## config.mk

```make
export PLATFORM = sky130hd
export DESIGN_NAME = irrigation_zone_scheduler_flat
export DESIGN_NICKNAME = d
export VERILOG_FILES = /design/src/rtl/irrigation_zone_scheduler_if.sv /design/src/rtl/irrigation_zone_scheduler.sv /design/src/flat_wrapper.sv
export SDC_FILE = /design/constraint.sdc
export NUM_CORES = 1
export LEC_CHECK = 0
export BUFFER_PORTS_ARGS = -buffer_cell sky130_fd_sc_hd__buf_4
export CAP_MARGIN = 10
export CORE_ASPECT_RATIO = 0.5
export CORE_MARGIN = 1.5
export CORE_UTILIZATION = 54
export DETAILED_ROUTE_END_ITERATION = 16
export GPL_TIMING_DRIVEN = 0
export HOLD_SLACK_MARGIN = 0.15
export PLACE_DENSITY = 0.85
export RECOVER_POWER = 25
export SLEW_MARGIN = 25
export SYNTH_ARGS = -nofsm -noshare
export SYNTH_HDL_FRONTEND = slang
export SYNTH_SLANG_ARGS = --single-unit
```

## constraint.sdc

```tcl
create_clock -name clock -period 2.31 [get_ports clock]
set_input_delay 0.462 -clock clock [delete_from_list [all_inputs] [get_ports clock]]
set_output_delay 0.462 -clock clock [all_outputs]
set_load 0.03 [all_outputs]
```

## src/rtl/irrigation_zone_scheduler_if.sv

```systemverilog
`default_nettype none
// +----------------------------------------------------------------------+
// | irrigation_zone_scheduler_if: sensor inputs and zone/tank outputs    |
// | Revision: 1.0                                                        |
// +----------------------------------------------------------------------+
interface irrigation_zone_scheduler_if #(
  parameter int ZONES       = 4,
  parameter int TIMER_WIDTH = 8
);
  localparam int AW = (ZONES > 1) ? $clog2(ZONES) : 1;

  logic                   tick;
  logic                   low_water_level;
  logic                   mid_water_level;
  logic                   high_water_level;
  logic [ZONES-1:0]       zone_dry;
  logic                   air_humidity;
  logic                   low_temperature;
  logic [ZONES-1:0]       sprinkler_bomb;
  logic [ZONES-1:0]       dripper_valvule;
  logic [AW-1:0]          active_zone;
  logic                   busy;
  logic [TIMER_WIDTH-1:0] remaining;
  logic                   water_supply_valvule;
  logic                   conflicting_values;
  logic                   alarm;

  modport master (
    output tick, low_water_level, mid_water_level, high_water_level,
           zone_dry, air_humidity, low_temperature,
    input  sprinkler_bomb, dripper_valvule, active_zone, busy, remaining,
           water_supply_valvule, conflicting_values, alarm
  );

  modport slave (
    input  tick, low_water_level, mid_water_level, high_water_level,
           zone_dry, air_humidity, low_temperature,
    output sprinkler_bomb, dripper_valvule, active_zone, busy, remaining,
           water_supply_valvule, conflicting_values, alarm
  );
endinterface
`default_nettype wire

```

## src/rtl/irrigation_zone_scheduler.sv

```systemverilog
`default_nettype none
// +----------------------------------------------------------------------+
// | irrigation_zone_scheduler: round-robin timed zone irrigation with    |
// | tank level checking and hysteretic refill valve.  Revision: 1.0      |
// +----------------------------------------------------------------------+
module irrigation_zone_scheduler #(
  parameter int ZONES           = 4,
  parameter int TIMER_WIDTH     = 8,
  parameter int SPRINKLER_TICKS = 30,
  parameter int DRIPPER_TICKS   = 60
) (
  input  wire logic                 clock,
  input  wire logic                 reset_n,
  irrigation_zone_scheduler_if.slave bus
);

  localparam int c_aw = (ZONES > 1) ? $clog2(ZONES) : 1;
  localparam logic [TIMER_WIDTH-1:0] c_spr_ticks = TIMER_WIDTH'(SPRINKLER_TICKS);
  localparam logic [TIMER_WIDTH-1:0] c_drp_ticks = TIMER_WIDTH'(DRIPPER_TICKS);
  localparam logic [c_aw-1:0]        c_last_zone = c_aw'(ZONES - 1);

  typedef enum logic [0:0] {
    ST_IDLE     = 1'b0,
    ST_IRRIGATE = 1'b1
  } state_t;

  // registered sensor inputs
  logic             r_tick;
  logic             r_low;
  logic             r_mid;
  logic             r_high;
  logic [ZONES-1:0] r_dry;
  logic             r_humid;
  logic             r_cold;

  // state and registered outputs
  state_t                 r_state;
  logic [c_aw-1:0]        r_ptr;
  logic [c_aw-1:0]        r_active;
  logic [TIMER_WIDTH-1:0] r_rem;
  logic [ZONES-1:0]       r_spr;
  logic [ZONES-1:0]       r_drip;
  logic                   r_busy;
  logic                   r_valve;
  logic                   r_conflict;
  logic                   r_alarm;

  state_t                 w_state_nxt;
  logic [c_aw-1:0]        w_ptr_nxt;
  logic [c_aw-1:0]        w_active_nxt;
  logic [TIMER_WIDTH-1:0] w_rem_nxt;
  logic [ZONES-1:0]       w_spr_nxt;
  logic [ZONES-1:0]       w_drip_nxt;
  logic                   w_busy_nxt;
  logic                   w_valve_nxt;
  logic                   w_conflict;
  logic                   w_permit;
  logic                   w_spr_mode;
  logic                   w_found;
  logic [c_aw-1:0]        w_pick;
  logic [ZONES-1:0]       w_pick_onehot;
  logic                   w_end_run;
  int                     w_idx;

  always_ff @(posedge clock or negedge reset_n) begin
    if (!reset_n) begin
      r_tick  <= 1'b0;
      r_low   <= 1'b0;
      r_mid   <= 1'b0;
      r_high  <= 1'b0;
      r_dry   <= '0;
      r_humid <= 1'b0;
      r_cold  <= 1'b0;
    end else begin
      r_tick  <= bus.tick;
      r_low   <= bus.low_water_level;
      r_mid   <= bus.mid_water_level;
      r_high  <= bus.high_water_level;
      r_dry   <= bus.zone_dry;
      r_humid <= bus.air_humidity;
      r_cold  <= bus.low_temperature;
    end
  end

  assign w_conflict = (r_high & ~r_mid) | (r_mid & ~r_low) | (r_high & ~r_low);
  // permit reacts to the low probe directly so a dropping tank stops a run
  // one cycle before the registered conflict flag would
  assign w_permit   = ~r_conflict & r_low;
  assign w_spr_mode = ~r_humid & ~r_cold & r_mid;

  always_comb begin
    w_found = 1'b0;
    w_pick  = '0;
    w_idx   = 0;
    for (int i = 0; i < ZONES; i++) begin
      w_idx = (int'(r_ptr) + i) % ZONES;
      if (!w_found && r_dry[w_idx[c_aw-1:0]]) begin
        w_found = 1'b1;
        w_pick  = w_idx[c_aw-1:0];
      end
    end
  end

  assign w_pick_onehot = ZONES'(1) << w_pick;

  always_comb begin
    w_valve_nxt = r_valve;
    if (r_high || r_conflict) begin
      w_valve_nxt = 1'b0;
    end else if (!r_mid) begin
      w_valve_nxt = 1'b1;
    end
  end

  always_comb begin
    w_state_nxt  = r_state;
    w_ptr_nxt    = r_ptr;
    w_active_nxt = r_active;
    w_rem_nxt    = r_rem;
    w_spr_nxt    = r_spr;
    w_drip_nxt   = r_drip;
    w_busy_nxt   = r_busy;
    w_end_run    = 1'b0;

    case (r_state)
      ST_IDLE: begin
        if (w_permit && w_found) begin
          w_state_nxt  = ST_IRRIGATE;
          w_active_nxt = w_pick;
          w_busy_nxt   = 1'b1;
          if (w_spr_mode) begin
            w_rem_nxt  = c_spr_ticks;
            w_spr_nxt  = w_pick_onehot;
            w_drip_nxt = '0;
          end else begin
            w_rem_nxt  = c_drp_ticks;
            w_spr_nxt  = '0;
            w_drip_nxt = w_pick_onehot;
          end
        end
      end

      ST_IRRIGATE: begin
        // early stop outranks a tick landing in the same cycle
        if (!r_dry[r_active] || !w_permit) begin
          w_end_run = 1'b1;
        end else if (r_tick) begin
          if (r_rem == TIMER_WIDTH'(1)) begin
            w_end_run = 1'b1;
          end else begin
            w_rem_nxt = r_rem - TIMER_WIDTH'(1);
          end
        end

        if (w_end_run) begin
          w_state_nxt = ST_IDLE;
          w_rem_nxt   = '0;
          w_spr_nxt   = '0;
          w_drip_nxt  = '0;
          w_busy_nxt  = 1'b0;
          w_ptr_nxt   = (r_active == c_last_zone) ? '0 : r_active + c_aw'(1);
        end
      end

      default: begin
        w_state_nxt = ST_IDLE;
      end
    endcase
  end

  always_ff @(posedge clock or negedge reset_n) begin
    if (!reset_n) begin
      r_state    <= ST_IDLE;
      r_ptr      <= '0;
      r_active   <= '0;
      r_rem      <= '0;
      r_spr      <= '0;
      r_drip     <= '0;
      r_busy     <= 1'b0;
      r_valve    <= 1'b0;
      r_conflict <= 1'b0;
      r_alarm    <= 1'b0;
    end else begin
      r_state    <= w_state_nxt;
      r_ptr      <= w_ptr_nxt;
      r_active   <= w_active_nxt;
      r_rem      <= w_rem_nxt;
      r_spr      <= w_spr_nxt;
      r_drip     <= w_drip_nxt;
      r_busy     <= w_busy_nxt;
      r_valve    <= w_valve_nxt;
      r_conflict <= w_conflict;
      r_alarm    <= w_conflict | ~r_mid;
    end
  end

  assign bus.sprinkler_bomb       = r_spr;
  assign bus.dripper_valvule      = r_drip;
  assign bus.active_zone          = r_active;
  assign bus.busy                 = r_busy;
  assign bus.remaining            = r_rem;
  assign bus.water_supply_valvule = r_valve;
  assign bus.conflicting_values   = r_conflict;
  assign bus.alarm                = r_alarm;

endmodule
`default_nettype wire

```

## src/flat_wrapper.sv

```systemverilog
// flat-port wrapper written by rule: the top's interface ports become plain ports
module irrigation_zone_scheduler_flat 
#(
  parameter int ZONES           = 4,
  parameter int TIMER_WIDTH     = 8,
  parameter int SPRINKLER_TICKS = 30,
  parameter int DRIPPER_TICKS   = 60
)
  (clock, reset_n, bus_tick, bus_low_water_level, bus_mid_water_level, bus_high_water_level, bus_zone_dry, bus_air_humidity, bus_low_temperature, bus_sprinkler_bomb, bus_dripper_valvule, bus_active_zone, bus_busy, bus_remaining, bus_water_supply_valvule, bus_conflicting_values, bus_alarm);
  irrigation_zone_scheduler_if #(.ZONES(ZONES), .TIMER_WIDTH(TIMER_WIDTH)) bus_i ();
  input  wire logic clock;
  input  wire logic reset_n;
  input wire logic [$bits(bus_i.tick)-1:0] bus_tick;
  input wire logic [$bits(bus_i.low_water_level)-1:0] bus_low_water_level;
  input wire logic [$bits(bus_i.mid_water_level)-1:0] bus_mid_water_level;
  input wire logic [$bits(bus_i.high_water_level)-1:0] bus_high_water_level;
  input wire logic [$bits(bus_i.zone_dry)-1:0] bus_zone_dry;
  input wire logic [$bits(bus_i.air_humidity)-1:0] bus_air_humidity;
  input wire logic [$bits(bus_i.low_temperature)-1:0] bus_low_temperature;
  output wire logic [$bits(bus_i.sprinkler_bomb)-1:0] bus_sprinkler_bomb;
  output wire logic [$bits(bus_i.dripper_valvule)-1:0] bus_dripper_valvule;
  output wire logic [$bits(bus_i.active_zone)-1:0] bus_active_zone;
  output wire logic [$bits(bus_i.busy)-1:0] bus_busy;
  output wire logic [$bits(bus_i.remaining)-1:0] bus_remaining;
  output wire logic [$bits(bus_i.water_supply_valvule)-1:0] bus_water_supply_valvule;
  output wire logic [$bits(bus_i.conflicting_values)-1:0] bus_conflicting_values;
  output wire logic [$bits(bus_i.alarm)-1:0] bus_alarm;
  assign bus_i.tick = bus_tick;
  assign bus_i.low_water_level = bus_low_water_level;
  assign bus_i.mid_water_level = bus_mid_water_level;
  assign bus_i.high_water_level = bus_high_water_level;
  assign bus_i.zone_dry = bus_zone_dry;
  assign bus_i.air_humidity = bus_air_humidity;
  assign bus_i.low_temperature = bus_low_temperature;
  assign bus_sprinkler_bomb = bus_i.sprinkler_bomb;
  assign bus_dripper_valvule = bus_i.dripper_valvule;
  assign bus_active_zone = bus_i.active_zone;
  assign bus_busy = bus_i.busy;
  assign bus_remaining = bus_i.remaining;
  assign bus_water_supply_valvule = bus_i.water_supply_valvule;
  assign bus_conflicting_values = bus_i.conflicting_values;
  assign bus_alarm = bus_i.alarm;
  irrigation_zone_scheduler #(.ZONES(ZONES), .TIMER_WIDTH(TIMER_WIDTH), .SPRINKLER_TICKS(SPRINKLER_TICKS), .DRIPPER_TICKS(DRIPPER_TICKS)) u_core (.clock(clock), .reset_n(reset_n), .bus(bus_i));
endmodule
```

Yosys cells after proc, flatten, opt, wreduce, memory -nomap -nowiden
Cells that the tools add are included.
{"block": "op_classes", "add_sub_neg": 5, "magnitude_cmp": 5, "eq_ne": 8, "shifts": 1, "mux": 45, "bitwise": 15, "reduce_logical": 15}
{"operator": "$mux W8", "n": 5}
{"operator": "$mux W4", "n": 5}
{"operator": "$mux W1", "n": 19}
{"operator": "$pmux W4 S2", "n": 2}
{"operator": "$pmux W8 S2", "n": 1}
{"operator": "$lt A2 B3 Y1 const B", "n": 5}
{"operator": "$bmux W1 S2", "n": 5}
{"operator": "$mux W2", "n": 5}
{"operator": "$eq A8 B1 Y1 const B", "n": 1}
{"operator": "$sub A8 B1 Y8 const B", "n": 1}
{"operator": "$and A1 B1 Y1", "n": 6}
{"operator": "$mux W6", "n": 1}
{"operator": "$ne A3 B3 Y1 const B", "n": 2}
{"operator": "$not A1 Y1", "n": 6}
{"operator": "$reduce_and A2 Y1", "n": 3}
{"operator": "$logic_not A1 Y1", "n": 5}
{"operator": "$add A2 B1 Y2 const B", "n": 2}
{"operator": "$add A2 B2 Y2 const B", "n": 2}
{"operator": "$logic_and A1 B1 Y1", "n": 4}
{"operator": "$ne A2 B2 Y1 const B", "n": 2}
{"operator": "$pmux W1 S2", "n": 2}
{"operator": "$reduce_and A4 Y1", "n": 1}
{"operator": "$shl A1 B2 Y4 const A", "n": 1}
{"operator": "$ne A3 B2 Y1 const B", "n": 1}
{"operator": "4 further kinds", "n": 7}
{"block": "word_totals", "reg_bits": 35, "inputBits": 12, "elab_cells": 111}

Logic depth before layout (Yosys ltp)
Gate-level depths: netlist of the first run.
{"block": "depth", "ltp_word": 16, "mapped_depth": 8}

Least setup slack after synthesis of the first run
Ideal clock, no wire load.
{"block": "synth_path", "kind": "register to register", "from": "register u_core.r_active[1] (netlist: u_core.bus.active_zone[1])", "to": "register u_core.r_rem[7] (netlist: u_core.bus.remaining[7])", "setup_time_ns": 0.087, "arrival_time_ns": 1.906, "required_time_ns": 2.223, "setup_slack_ns": 0.317, "path_stages_with_launch": 5, "n_path_buf": 0, "synth_period_minus_slack_ns": 1.993, "cell_sequence": "dfrtp_1 > mux2_2 > a32o_2 > or4_4 > a211oi_2"}
{"block": "synth_via", "elab_chain_len": 8}
{"item": "from (decl)", "line": "irrigation_zone_scheduler.sv:39", "rtl": "logic [c_aw-1:0] r_active;"}
{"item": "from (signal assigned)", "line": "irrigation_zone_scheduler.sv:186", "rtl": "r_active <= w_active_nxt;"}
{"item": "$bmux W1 S2 *", "line": "irrigation_zone_scheduler.sv:145", "rtl": "if (!r_dry[r_active] || !w_permit) begin"}
{"item": "$mux W1 (not written as such) *", "line": "irrigation_zone_scheduler.sv:145"}
{"item": "$logic_not A1 Y1 *", "line": "irrigation_zone_scheduler.sv:145"}
{"item": "$logic_or A1 B1 Y1 *", "line": "irrigation_zone_scheduler.sv:145"}
{"item": "$mux W1", "line": "irrigation_zone_scheduler.sv:145"}
{"item": "$mux W1", "line": "irrigation_zone_scheduler.sv:125", "rtl": "case (r_state)"}
{"item": "$ne A3 B2 Y1 (no source line) (tied with other cells)"}
{"item": "$reduce_and A4 Y1 (no source line) or $pmux W8 S2 (tied branches)"}
{"item": "to (signal assigned)", "line": "irrigation_zone_scheduler.sv:187", "rtl": "r_rem <= w_rem_nxt;"}
{"item": "to (decl)", "line": "irrigation_zone_scheduler.sv:40", "rtl": "logic [TIMER_WIDTH-1:0] r_rem;"}
Mark *: on every way between the ends. The rest lies on a longest branch, timed or not. The select of a mux whose other input is x is not followed.
A chain may end at the register's enable or synchronous reset.

Worst setup path in the final report of the first run
{"block": "layout_path", "from": "register u_core.r_active[1] (netlist: u_core.bus.active_zone[1])", "to": "register u_core.r_spr[3] (netlist: u_core.bus.sprinkler_bomb[3])"}
{"block": "layout_via", "elab_chain_len": 8}
{"item": "$bmux W1 S2", "line": "irrigation_zone_scheduler.sv:145"}
{"item": "$mux W1 (not written as such)", "line": "irrigation_zone_scheduler.sv:145"}
{"item": "$logic_not A1 Y1", "line": "irrigation_zone_scheduler.sv:145"}
{"item": "$logic_or A1 B1 Y1", "line": "irrigation_zone_scheduler.sv:145"}
{"item": "$mux W1", "line": "irrigation_zone_scheduler.sv:145"}
{"item": "$mux W1", "line": "irrigation_zone_scheduler.sv:125"}
{"item": "$ne A2 B2 Y1 (no source line)"}
{"item": "$reduce_and A2 Y1 (no source line)"}
{"item": "to (signal assigned)", "line": "irrigation_zone_scheduler.sv:188", "rtl": "r_spr <= w_spr_nxt;"}
{"item": "to (decl)", "line": "irrigation_zone_scheduler.sv:41", "rtl": "logic [ZONES-1:0] r_spr;"}
Every way passes these cells. The select of a mux whose other input is x is not followed.

==> summary by stage, run 1 <==
Worst hold path
The path class of the tightest hold or removal check is in -> reg. Counting instances, the worst hold path has a depth of 1.

Logic synthesis
For this run, the register share of the synthesized area comes to 0.517. The number of synthesized flops with an enable pin is 0. Summed over all instances, the cell type with the most area after synthesis is dfrtp_1. For this run, asynchronously set or reset flops after synthesis account for 1.00. The average instance area after synthesis is about 11 µm². The area of the mapped netlist is ~1700 µm². Sorting the synthesized cells by area gives the leading types as dfrtp_1 52%, o32ai_1 5.2%, nand2_1 3.8%, mux2_2 2.7%, ha_1 2.2%. The count of cell types in the netlist is 50. The post-synthesis cell count is 154.

Among all flip-flop cells after synthesis, the most frequent one is dfrtp_1. The post-synthesis register bit count is 35. The total of warnings raised by yosys is 0.

The top-area cell type share of the netlist area is 0.517. The synthesized netlist net count is ~170.

Setup path
In this run the worst setup path begins at u_core.bus.active_zone[1]$_DFFE_PN0P_. The setup check on the worst reg-to-reg path leaves a slack of 0.23 ns. Of all nets on the critical path, the largest fanout is 10. The required time reported for the critical path endpoint is 2.46 ns.

The critical setup path kind is reg -> reg. The endpoint identified for the worst register-to-register timing path is u_core.bus.sprinkler_bomb[3]$_DFFE_PN0P_. The source of the worst register-to-register timing path is u_core.bus.active_zone[1]$_DFFE_PN0P_. The worst reg2reg path depth is 6. The last element of the critical path is u_core.bus.sprinkler_bomb[3]$_DFFE_PN0P_.

For the worst setup path, the data arrival time is 2.23 ns. The kind of launch point of the worst setup path is a flop. The worst setup path is captured at a flop.

Finish
After the last flow step, the layout net total stands at 210. The layout overhead on the synthesized area is 24.6%. Leaving out fill and tap cells, the most frequent cell in the layout is dfrtp_1. In the layout the commonest cells are 35 x dfrtp_1, 22 x buf_4, 17 x nand2_1. The total of fill cells in the finished design is between 200 and 250. The number of antenna diodes in the final layout is 0. In the final layout, the share of cells above drive strength 1 is 0.292.

The finished layout cell area is 2110 µm².

Timing
The maximum clock rate is 481 MHz. The number of hold-slack violations in the final timing report is 0. The max-slew violation count is 0.

Setup repair after global routing left no endpoint under its margin. The total of endpoints with negative setup slack in the final report is 0. The final setup TNS is 0 ns. The ratio of final minimum period to clock period is 0.900. The smallest clock period supported by the final layout is computed as 2.08 ns. On the final layout, the worst clock skew is 0.00449 ns. For the pin with the worst max-slew slack, the measured transition is 0.853 ns. In this run the tightest slew margin relative to its limit is 0.431.

Flow run
Across the run, the number of max-cap violations was 0.

Power and ir drop
The switching share of power is 0.416. In this run the static leakage power is 0.969 nW. The register share of total power is 0.365. The total power divided by cell area is around 1300 nW/µm². The proportion of power drawn by combinational gates is 0.436. The fraction of power consumed by the clock network is 0.199.

VDD sags by at most 634 µV. The net switching power figure is 1.11 mW. The cell-internal power is roughly 1.6 mW.

GRT
The via count of the first global-routing pass is 1308. The initial antenna violation count came to 0. The overflow left after global routing is 0.

The first global-routing pass estimated about 6.2 mm of wire. The maximum number of pins on one net before global-route repair is 36. The global router's overall resource usage is 0.247.

CTS
The number of sinks handled by clock tree synthesis is 35. Clock tree synthesis inserted a total of 5 buffers. The H-tree depth reported by CTS is 2. TritonCTS built the clock tree.

The CTS clock-pin slew for the worst setup and hold paths is 0.07 ns. The buffer type at the clock tree root is clkbuf_8. The insertion delay of the later-clocked pin in the worst-skew pair is 0.29 ns. No sink is reached through more buffers than the 2 on the longest clock path.

Placement
The count of input and output buffers is 33. The congestion estimate from routability-driven global placement came to about 0.87. The standard cell area after detailed placement is 1990 µm². Detailed placement finished with a half-perimeter wire length of 2.56 mm.

Routing
The detailed-route DRC error count is 0. The detailed-route via count is between 1000 and 1500. The first TritonRoute pass finished after 4 iterations.

Once detail routing completed, the nets flagged for antenna violations numbered 0. The final layout contains routed wiring with a total length of ~3.8 mm. The via count normalized by instance count is 6.22. The average wire per standard cell is about 16 µm. In this run, the number of DRC markers left after iteration 0 of detailed routing was about 140.

Floorplanning
The die is 82.2 µm wide. The die covers 3510 µm². The floorplan has 14 rows. After floorplanning, the core was sized to cover roughly 3000 µm². The floorplan step set the die height to 42.6 µm. For this design the top-level I/O count stands at 34. The initial utilization of the core area, before any placement, comes to 0.566.

Run status
The flow ran to the end, and the final reports show no timing, DRC or antenna violations.
## power by group through the flow
stage | combinational (mW) | clock [mW] | sequential, mW
finish | 1.17 | 0.532 | 0.973
global route | 1.25 | 0.566 | 0.998
CTS | 1.16 | 0.534 | 0.965
detailed placement | 1.14 | 0 | 0.969
global placement | 1.11 | 0 | 0.958
floorplan | 0.590 | 0 | 1.15
## registers in the layout, indices dropped and copies added (netlist names), 2 cells and up
| signal | flops |
|---|---|
| u_core.bus.active_zone | 2 |
| u_core.bus.dripper_valvule | 4 |
| u_core.bus.remaining | 8 |
| u_core.bus.sprinkler_bomb | 4 |
| u_core.r_dry | 4 |
| u_core.r_ptr | 2 |
## stage by stage
| step | total power [mW] | util | setup slack, ns | hold slack (ns) | std cells |
|---|---|---|---|---|---|
| 2_1_floorplan | 1.74 | - | 0.317 | 0.166 | 154 |
| 3_3_place_gp | 2.07 | 0.665 | 0.338 | 0.417 | 227 |
| 3_5_place_dp | 2.11 | 0.665 | 0.307 | 0.436 | 227 |
| 4_1_cts | 2.66 | 0.704 | 0.218 | 0.273 | 235 |
| 5_1_grt | 2.82 | 0.706 | 0.107 | 0.287 | 235 |
| 6_report | 2.67 | 0.706 | 0.232 | 0.300 | 235 |
## worst min-delay path by stage
stage,startpoint,slack (ns),endpoint
2_1_floorplan,reset_n,0.17,u_core.bus.active_zone[0]$_DFFE_PN0P_
3_3_place_gp,reset_n,0.42,u_core.bus.remaining[3]$_DFFE_PN0P_
3_5_place_dp,reset_n,0.44,u_core.bus.remaining[3]$_DFFE_PN0P_
4_1_cts,bus_mid_water_level,0.27,u_core.r_mid$_DFF_PN0_
5_1_grt,bus_mid_water_level,0.29,u_core.r_mid$_DFF_PN0_
6_report,bus_zone_dry[2],0.30,u_core.r_dry[2]$_DFF_PN0_
## worst max-delay path, stage by stage (launching register included)
cell      delay (ns)
dfrtp_1         0.46
mux2_2          0.40
a22oi_1         0.38
o21a_1          0.20
clkbuf_8        0.16
buf_2           0.22
o32ai_1         0.11
## cell families (layout without fill, tap and decap cells)
kind of cell	Yosys count	in the layout	share of synthesized area
flops	35	35	0.517
buf+inv	12	53	0.0339
simple gates	52	52	0.166
xor+xnor	1	1	0.00517
compound gates	44	44	0.209
mux	7	7	0.0472
fa+ha+maj	3	3	0.0221
## area by class of cell
cell class	count	area (µm²)	area share
plain buffers	4	27.5	0.0130
flip-flops and latches	35	876	0.414
clock buffers	5	68.8	0.0326
repair buffers	34	255	0.121
multi-input cells	107	768	0.364
inverters	8	30.0	0.0142
clock inverters	2	37.5	0.0178
well taps	40	50.0	0.0237
## layer usage
metal  wire length, µm  up-vias  track usage
met5                 0        -            0
met4                88        0        0.122
met3               288       11       0.0696
met2              1810       63        0.351
met1              1650      714        0.345
li1                  -      673            -
## synth_stat cells, types with 2 or more instances
cell type	count
nand3_1	4
buf_2	2
nor3_1	2
nand2_1	17
a211oi_1	3
a21oi_1	5
o32ai_1	10
dfrtp_1	35
and2_1	2
inv_1	8
mux2i_1	2
ha_1	3
nor4_1	5
a21o_1	4
mux2_2	4
a221oi_1	2
nor2_1	10
o21a_1	3
o21ai_0	2
## repair_timing
item                       in CTS  in global routing
setup endpoints to repair       0                  2
resized for setup               0                  1
hold endpoints to repair       35                  0
hold buffers                    1                  0
buffers inserted                0                  0
Power figures use the tool's default switching activity.
==> run 2, diff against run 1 <==
--- a/config.mk
+++ b/config.mk
@@ -5,14 +5,14 @@
 export SDC_FILE = /design/constraint.sdc
 export NUM_CORES = 1
 export LEC_CHECK = 0
+export ABC_AREA = 1
 export BUFFER_PORTS_ARGS = -buffer_cell sky130_fd_sc_hd__buf_4
 export CAP_MARGIN = 10
 export CORE_ASPECT_RATIO = 0.5
 export CORE_MARGIN = 1.5
-export CORE_UTILIZATION = 54
+export CORE_UTILIZATION = 55
 export DETAILED_ROUTE_END_ITERATION = 16
 export GPL_TIMING_DRIVEN = 0
-export HOLD_SLACK_MARGIN = 0.15
 export PLACE_DENSITY = 0.85
 export RECOVER_POWER = 25
 export SLEW_MARGIN = 25
==> run 2 against run 1 <==
The flow now finishes with violations (capacitance limit, slew limit); register-to-register slack better by 0.29 ns; wire length is 0.55% lower; count of clock-buffer cells in the layout increased by 1; synthesized area grew 13%; combinational power rose by 34%; non-clock buffer count down 2; critical endpoint is now u_core.bus.remaining[4]$_DFFE_PN0P_; largest cell class is now multi-input combinational cells; highest routed layer unchanged.
==> summary by stage, run 2 <==
Run status
The flow ran to the end, but the final reports show violations. The checks that failed: capacitance limit, slew limit.

CTS
The insertion delay of the later-clocked pin in the worst-skew pair is 0.29 ns (about the same). The buffer levels on the longest clock path was 2 (unchanged). The root buffer cell chosen for the clock tree is clkbuf_8.

The number of gates resized after CTS is 0 (unchanged). The number of sinks handled by clock tree synthesis is 35 (unchanged). The number of buffers inserted by hold repair at cts was 0 (-1). The number of buffers created by CTS was 5 (unchanged). The H-tree depth reported by CTS was 2 (unchanged). The CTS clock-pin slew for the worst setup and hold paths is 0.07 ns (about the same). The clock tree from TritonCTS is yes. The post-CTS setup repair buffer count is 0 (unchanged).

Timing
The post-route minimum period is 1.79 ns (-0.289 ns). The worst-margin pin slew is 1.79 ns (+0.938 ns). The number of hold-slack violations in the final timing report was 0 (unchanged). The maximum clock rate is 559 MHz (+16%). The final setup skew is 0.00550 ns (+0.00101 ns).

The ratio of final minimum period to clock period is 0.775 (-0.125). The max-slew violation count came to 36 (+36). The headroom to the max-slew limit was -0.194 (-0.625).

The final setup TNS is 0 ns (unchanged). The total of endpoints with negative setup slack in the final report is 0 (unchanged). The post-route worst setup slack is 0.521 ns (+0.289 ns). Setup repair after global routing left no endpoint under its margin.

Setup path
The data arrival time of the critical path is 1.97 ns (-0.26 ns). The worst setup path is launched from a flop. The maximum fanout count along the critical path is 8 (-2). The critical path is of the reg -> reg type. The required time reported for the critical path endpoint came to 2.49 ns (+0.03 ns). The most common cell type on the critical path is nand2_1. The maximum single-stage delay on the critical path is 0.40 ns (-0.06 ns).

The kind of end point of the critical path is a flop. The worst path buffer plus inverter count came to 2 (unchanged). The kind of cell adding the most delay to the critical path is simple AND/OR/NAND/NOR gates.

The signal on the critical path passes through inv_1 > ha_1 > nand2_1 > nor2_1 > nand2_1 > nand4_1 > inv_1 > nand2_1 > nand2_4 > nand2_1 > nand2_1. The cell type of the slowest stage on the worst timing path is dfrtp_1.

Power and ir drop
The total power divided by cell area came to 1300 nW/µm² (+2.6%). The leakage power summed over all cells is 1.27 nW (+31%). The overall power of the completed layout came to 3.02 mW (+13%).

The maximum vdd drop is 569 µV (-10%).

GRT
The global router's overall resource usage was 0.226 (-0.0208). The maximum number of pins on one net before global-route repair is 36 (unchanged). The via count of the first global-routing pass was 1464 (+12%). The overflow left after global routing was 0 (unchanged). The initial antenna violation count is 0 (unchanged). The wire length of the first global-routing pass is 6.44 mm (+3.3%).

Logic synthesis
The total of warnings raised by yosys came to 0 (unchanged). The XOR/XNOR share of the synthesized area is 0.0183 (+0.0131). The synthesized-area fraction occupied by adder cells is 0.0196 (-0.00255).

The area fraction in and, or, nand and nor cells after synthesis is 0.394 (+0.228). The largest family of logic cells by synthesized area is simple AND/OR/NAND/NOR gates. The synthesized netlist net count is 253 (+50%). The top-area cell type share of the netlist area is 0.457 (-0.0594). The average instance area after synthesis was 8.05 µm² (-27%). The fraction of registers with async set or reset after synthesis is 1.00 (unchanged). The post-synthesis cell count is 238 (+55%). The count of cell types in the netlist is 26 (-48%). The share of synthesized area occupied by flip-flops and latches was 0.457 (-0.0594).

The number of synthesized flops with an enable pin was 0 (unchanged). The dominant synthesized flop cell is dfrtp_1. Sorting the synthesized cells by area gives the leading types as dfrtp_1 46%, nand2_1 16%, nand3_1 8.9%, inv_1 5.3%, nand2_4 2.9%. The share of the synthesized area in compound gates (AO/OA/AOI/OAI) is 0.0405 (-0.168). The proportion of synthesized area in mux cells is 0 (-0.0472). The area of the mapped netlist is 1920 µm² (+13%). The commonest cells after synthesis are 81 x nand2_1, 35 x dfrtp_1, 34 x nand3_1.

The cell taking the most area after synthesis is dfrtp_1. Yosys instantiated no cell more often than nand2_1. The post-synthesis register bit count was 35 (unchanged).

Routing
The wire length after detailed routing was 3.81 mm (-0.55%). The count of routing violations after the opening detailed-route iteration was 73 (-47%). The detailed-route DRC error count came to 0 (unchanged). The detailed-route via count is 1632 (+12%).

The average wire per standard cell came to 11.9 µm (-27%). The detailed-router iteration count before antenna repair is 6 (+2). The via count normalized by instance count is 5.12 (-18%). The number of nets still failing antenna checks after routing is 0 (unchanged).

Placement
The pre-CTS worst setup slack is 0.542 ns (+0.235 ns). The standard cell area after detailed placement is 2210 µm² (+11%). The count of input and output buffers was 33 (unchanged). The last weighted congestion value of the routability-driven placer was 0.888 (+2.1%). The HPWL reported at the end of detailed placement is 2.83 mm (+10%).

Finish
The total of fill cells in the finished design is 225 (+1.8%). The finished layout cell area came to 2330 µm² (+10%). The flip-flop count of the largest register, all copies and words added is 8 (unchanged). The total number of nets in the final design is 293 (+40%). Leaving out fill and tap cells, the most frequent cell in the layout is nand2_1. In the layout the commonest cells are 81 x nand2_1, 35 x dfrtp_1, 34 x nand3_1, 27 x inv_1, 22 x buf_4.

From synthesis to final layout, the design area changed by 21.5%. The fraction of final layout cells with drive strength greater than 1 is 0.226 (-0.0665). The total inserted antenna cells was 0 (unchanged).

Flow run
The number of max-cap violations is 1 (+1).

Worst hold path
The worst min-delay path class is in -> reg.

Floorplanning
The full die area came to 3870 µm² (+10%). The number of standard-cell rows in the floorplan was 14 (unchanged). The die extent in y is 44.7 µm (+5.0%). The die boundary width is 86.5 µm (+5.1%). The initial standard-cell utilization of the core is 0.608 (+0.0415). The area of the core came to 3150 µm² (+5.3%). The boundary pin count was 34 (unchanged).
[run 2: layout make-up]
cell class	count	area, µm²	area share
multi-input combinational	171	905	0.389
sequential	35	876	0.376
timing repair buffer	33	244	0.105
inverter	29	109	0.0468
clock buffer	6	82.6	0.0355
tap	40	50.0	0.0215
clock inverter	2	35.0	0.0151
buffer	3	26.3	0.0113
[run 2: cells by family (layout without fill, tap and decap cells)]
group,Yosys count,in the layout
XOR/XNOR,4,4
adder cells (fa/ha/maj),3,3
AND/OR/NAND/NOR,150,150
AO/OA/AOI/OAI,14,14
flip-flops,35,35
buffers and inverters,32,73
[run 2: path summary, 6_finish.rpt]
path,start,end,slack (ns),cells after the start
max,u_core.bus.remaining[1]$_DFFE_PN0P_,u_core.bus.remaining[4]$_DFFE_PN0P_,0.52,11
min,bus_low_temperature,u_core.r_cold$_DFF_PN0_,0.30,1
max reg2reg,u_core.bus.remaining[1]$_DFFE_PN0P_,u_core.bus.remaining[4]$_DFFE_PN0P_,0.52,11
min reg2reg,u_core.r_high$_DFF_PN0_,u_core.bus.water_supply_valvule$_DFFE_PN0P_,0.42,1
max in group asynchronous,reset_n,u_core.r_ptr[1]$_DFFE_PN0P_,0.63,1
min in group asynchronous,reset_n,u_core.r_humid$_DFF_PN0_,0.65,1
[run 2: worst register-to-register path, delay by kind of cell (launching register included)]
| kind | cells | cell delay (ns) |
|---|---|---|
| buffers and inverters | 2 | 0.18 |
| adders and majority gates | 1 | 0.15 |
| DFF | 1 | 0.40 |
| and+or+nand+nor | 8 | 0.94 |
[run 2: layer usage]
metal / GRT usage / wire length [µm] / up-vias
met3: 0.0804 / 168 / 4
li1: - / - / 836
met5: 0 / 0 / -
met4: 0.0710 / 38 / 0
met2: 0.378 / 1800 / 31
met1: 0.283 / 1810 / 761
[run 2: stage by stage]
stage | utilization | hold slack [ns] | instances
after floorplan | - | 0.166 | 238
after CTS | 0.739 | 0.120 | 319
after global routing | 0.738 | 0.278 | 319
final | 0.738 | 0.300 | 319
after detailed placement | 0.702 | 0.418 | 311
after global placement | 0.702 | 0.414 | 311
[run 2: where the power goes]
part	switching (mW)	leakage (nW)	internal, mW
Clock	0.226	0.0612	0.349
Combinational	1.05	0.774	0.520
Sequential	0.123	0.439	0.746
==> run 3, diff against run 2 <==
--- a/config.mk
+++ b/config.mk
@@ -10,10 +10,10 @@
 export CAP_MARGIN = 10
 export CORE_ASPECT_RATIO = 0.5
 export CORE_MARGIN = 1.5
-export CORE_UTILIZATION = 55
+export CORE_UTILIZATION = 50
 export DETAILED_ROUTE_END_ITERATION = 16
 export GPL_TIMING_DRIVEN = 0
-export PLACE_DENSITY = 0.85
+export PLACE_DENSITY = 0.81
 export RECOVER_POWER = 25
 export SLEW_MARGIN = 25
 export SYNTH_ARGS = -nofsm -noshare
==> constraint.sdc (replaced) <==
create_clock -name clock -period 1.62 [get_ports clock]
set_input_delay 0.324 -clock clock [delete_from_list [all_inputs] [get_ports clock]]
set_output_delay 0.324 -clock clock [all_outputs]
set_load 0.03 [all_outputs]
==> run 3 against run 2 <==
Wire length rose by 20%; sequential share of layout area fell by 3.9 points; count of clock-buffer cells in the layout fell by 1; register-to-register slack got worse by 0.58 ns; largest cell class unchanged; the run ends with setup timing left; final cell count rose by 8.5%.
==> summary by stage, run 3 (same netlist as run 2, synthesis figures left out) <==
Run status
The flow ran to the end, but the final reports show violations. The checks that failed: setup timing.

Finish
Leaving out fill and tap cells, the most frequent cell in the layout is nand2_1. The flip-flop count of the largest register, all copies and words added was 8 (unchanged). The fraction of final layout cells with drive strength greater than 1 is 0.424 (+0.198). The total number of nets in the final design is 309 (+5.5%). The top cell types in the final layout, fill and taps aside, are 57 x nand2_1, 37 x buf_4, 32 x nand3_1, 30 x dfrtp_1, 29 x nand2_2. The finished layout cell area is 2620 µm² (+12%).

The final core utilization came to 0.737 (-0.000882). From synthesis to final layout, the design area changed by 36.5%. The total inserted antenna cells was 0 (unchanged).

Setup path
The last element of the critical path is u_core.bus.remaining[0]$_DFFE_PN0P_. The destination of the worst register-to-register timing path is u_core.bus.remaining[0]$_DFFE_PN0P_. The data arrival time of the critical path is 1.91 ns (-0.06 ns). Traced cell by cell, the critical path runs through buf_6 > nand2_2 > nand2_1 > nor2_4 > nor2_4 > nand3_4 > nand2_8 > nand2_8 > nand2_8 > nand2_2 > nand2_2.

The required time reported for the critical path endpoint is 1.85 ns (-0.64 ns). The worst-case register-to-register setup slack came to -0.06 ns (-0.58 ns). In this run the worst setup path begins at u_core.r_ptr[0]$_DFFE_PN0P_. On the critical path, the stage with the largest delay is an instance of dfrtp_2. The source of the worst register-to-register timing path is u_core.r_ptr[0]$_DFFE_PN0P_. The kind of end point of the critical path is a flop. The kind of launch point of the worst setup path is a flop.

The worst setup path is of the reg -> reg kind. The worst reg2reg path depth is 11 (unchanged). The maximum single-stage delay on the critical path is 0.43 ns (+0.03 ns). The maximum fanout count along the critical path is 8 (unchanged).

Routing
The count of routing violations after the opening detailed-route iteration is 133 (+82%). The detailed-route via count is 1768 (+8.3%). The detailed-router iteration count before antenna repair is 4 (-2). The number of nets still failing antenna checks after routing is 0 (unchanged). The via count normalized by instance count is 5.11 (-0.12%). The detailed-route DRC error count was 0 (unchanged). The wire length after detailed routing was 4.56 mm (+20%). The average wire per standard cell is 13.2 µm (+10%).

Placement
The HPWL reported at the end of detailed placement is 2.85 mm (+0.78%). The count of input and output buffers came to 33 (unchanged). The standard cell area after detailed placement is 2230 µm² (+0.74%). The last weighted congestion value of the routability-driven placer is 0.848 (-4.5%).

Timing
Setup repair after global routing could not meet its margin everywhere. The worst-case hold slack is 0.152 ns (-0.148 ns). The post-route minimum period is 1.68 ns (-0.107 ns). The number of hold-slack violations in the final timing report was 0 (unchanged). The maximum clock rate came to 594 MHz (+6.3%). The max-slew violation count is 0 (-100%). The worst-margin pin slew came to 0.867 ns (-0.924 ns). The final setup skew is 0.00688 ns (+0.00138 ns).

The post-route worst setup slack was -0.0628 ns (-0.583 ns). The total of endpoints with negative setup slack in the final report was 18 (+18). The headroom to the max-slew limit is 0.422 (+0.616). The ratio of final minimum period to clock period was 1.04 (+0.264).

CTS
The CTS clock-pin slew for the worst setup and hold paths is 0.08 ns (about the same). TritonCTS built the clock tree. The H-tree depth reported by CTS is 2 (unchanged). The tree is rooted in a clkbuf_8. The number of buffers created by CTS came to 5 (unchanged). The number of sinks handled by clock tree synthesis was 35 (unchanged). The insertion delay of the later-clocked pin in the worst-skew pair came to 0.29 ns (about the same). The buffer levels on the longest clock path is 2 (unchanged).

Floorplanning
The die boundary width is 90.5 µm (+4.7%). The die extent in y came to 46.8 µm (+4.5%). The full die area is 4230 µm² (+9.5%). The initial standard-cell utilization of the core came to 0.540 (-0.0675). The boundary pin count was 34 (unchanged). The area of the core is 3550 µm² (+13%). The number of standard-cell rows in the floorplan was 15 (+1).

Flow run
The number of max-cap violations was 0 (-1).

Power and ir drop
The maximum vdd drop was 674 µV (+18%). The switching share of power is 0.491 (+0.0262). The fraction of power consumed by the clock network is 0.133 (-0.058).

The leakage power summed over all cells came to 1.35 nW (+6.1%). The net switching power figure is 2.31 mW (+65%). The proportion of power drawn by combinational gates is 0.596 (+0.075). The register share of total power was 0.271 (-0.017). The total power divided by cell area is 1800 nW/µm² (+39%). The cell-internal power is 2.40 mW (+49%).

GRT
The maximum number of pins on one net before global-route repair was 36 (unchanged). The overflow left after global routing is 0 (unchanged). The wire length of the first global-routing pass came to 7.02 mm (+8.9%). The via count of the first global-routing pass is 1604 (+9.6%).

The global router's overall resource usage is 0.218 (-0.00844). The initial antenna violation count is 0 (unchanged).

Worst hold path
In this run the worst hold path is classified as in -> reg.
run 3: cell count changes in the layout (fill, tap and decap cells not counted), sizes merged:
| cell | delta |
|---|---|
| buf | +16 |
| bufinv | -1 |
| clkbuf | -2 |
| clkinvlp | +2 |
| dlygate4sd3 | +1 |
run 3: worst min path at each step:
stage          slack (ns)                                    end                 from  cells past startpoint
6_report             0.15               u_core.r_humid$_DFF_PN0_     bus_air_humidity                      1
5_1_grt              0.15                 u_core.r_mid$_DFF_PN0_  bus_mid_water_level                      1
4_1_cts              0.13                 u_core.r_low$_DFF_PN0_  bus_low_water_level                      1
3_5_place_dp         0.30                u_core.r_cold$_DFF_PN0_              reset_n                      1
3_3_place_gp         0.29                u_core.r_cold$_DFF_PN0_              reset_n                      1
2_1_floorplan        0.03  u_core.bus.active_zone[0]$_DFFE_PN0P_              reset_n                      0
run 3: cell type report:
class | count | area (µm²)
plain buffers | 3 | 30.0
clock buffers | 5 | 68.8
clock inverters | 3 | 20.0
fillers | 244 | 932
inverters | 29 | 114
multi-input cells | 171 | 1060
flip-flops and latches | 35 | 882
well taps | 51 | 63.8
repair buffers | 49 | 372
run 3: layer usage:
layer / vias up / wire length (µm) / global-route usage
li1: 873 / - / -
met1: 831 / 1990 / 0.267
met2: 55 / 2240 / 0.391
met3: 9 / 242 / 0.0502
met4: 0 / 85 / 0.0921
met5: - / 0 / 0
run 3: metrics by stage:
stage | cells | TNS, ns | total power, mW | setup slack [ns]
floorplan | 238 | 0 | 2.92 | 0.00594
global placement | 322 | -1.50 | 3.43 | -0.118
detailed placement | 322 | -1.56 | 3.49 | -0.127
CTS | 335 | -0.361 | 4.28 | -0.0504
global route | 346 | -2.05 | 5.01 | -0.132
finish | 346 | -0.828 | 4.71 | -0.0628
run 3: power by group through the flow:
stage                     clock network (mW)  logic [mW]  registers, mW
after global placement                     0        2.18           1.25
after detailed placement                   0        2.24           1.25
after global routing                   0.668        3.05           1.30
final                                  0.627        2.81           1.28
after CTS                              0.637        2.40           1.25
after floorplan                            0        1.40           1.52
run 3: timing repair:
action                                 4_1_cts  5_1_grt
setup buffers                                3       11
setup endpoints to repair                   18       21
pin swaps                                    9       18
hold buffers                                 1        0
endpoints found under the hold margin       35        0
resized for setup                           18       42
gates cloned                                 1        0
run 3: critical path, delay by kind of cell (launching register included):
kind	cells	cell delay (ns)
buffers and inverters	1	0.15
DFF	1	0.43
and+or+nand+nor	10	1.04
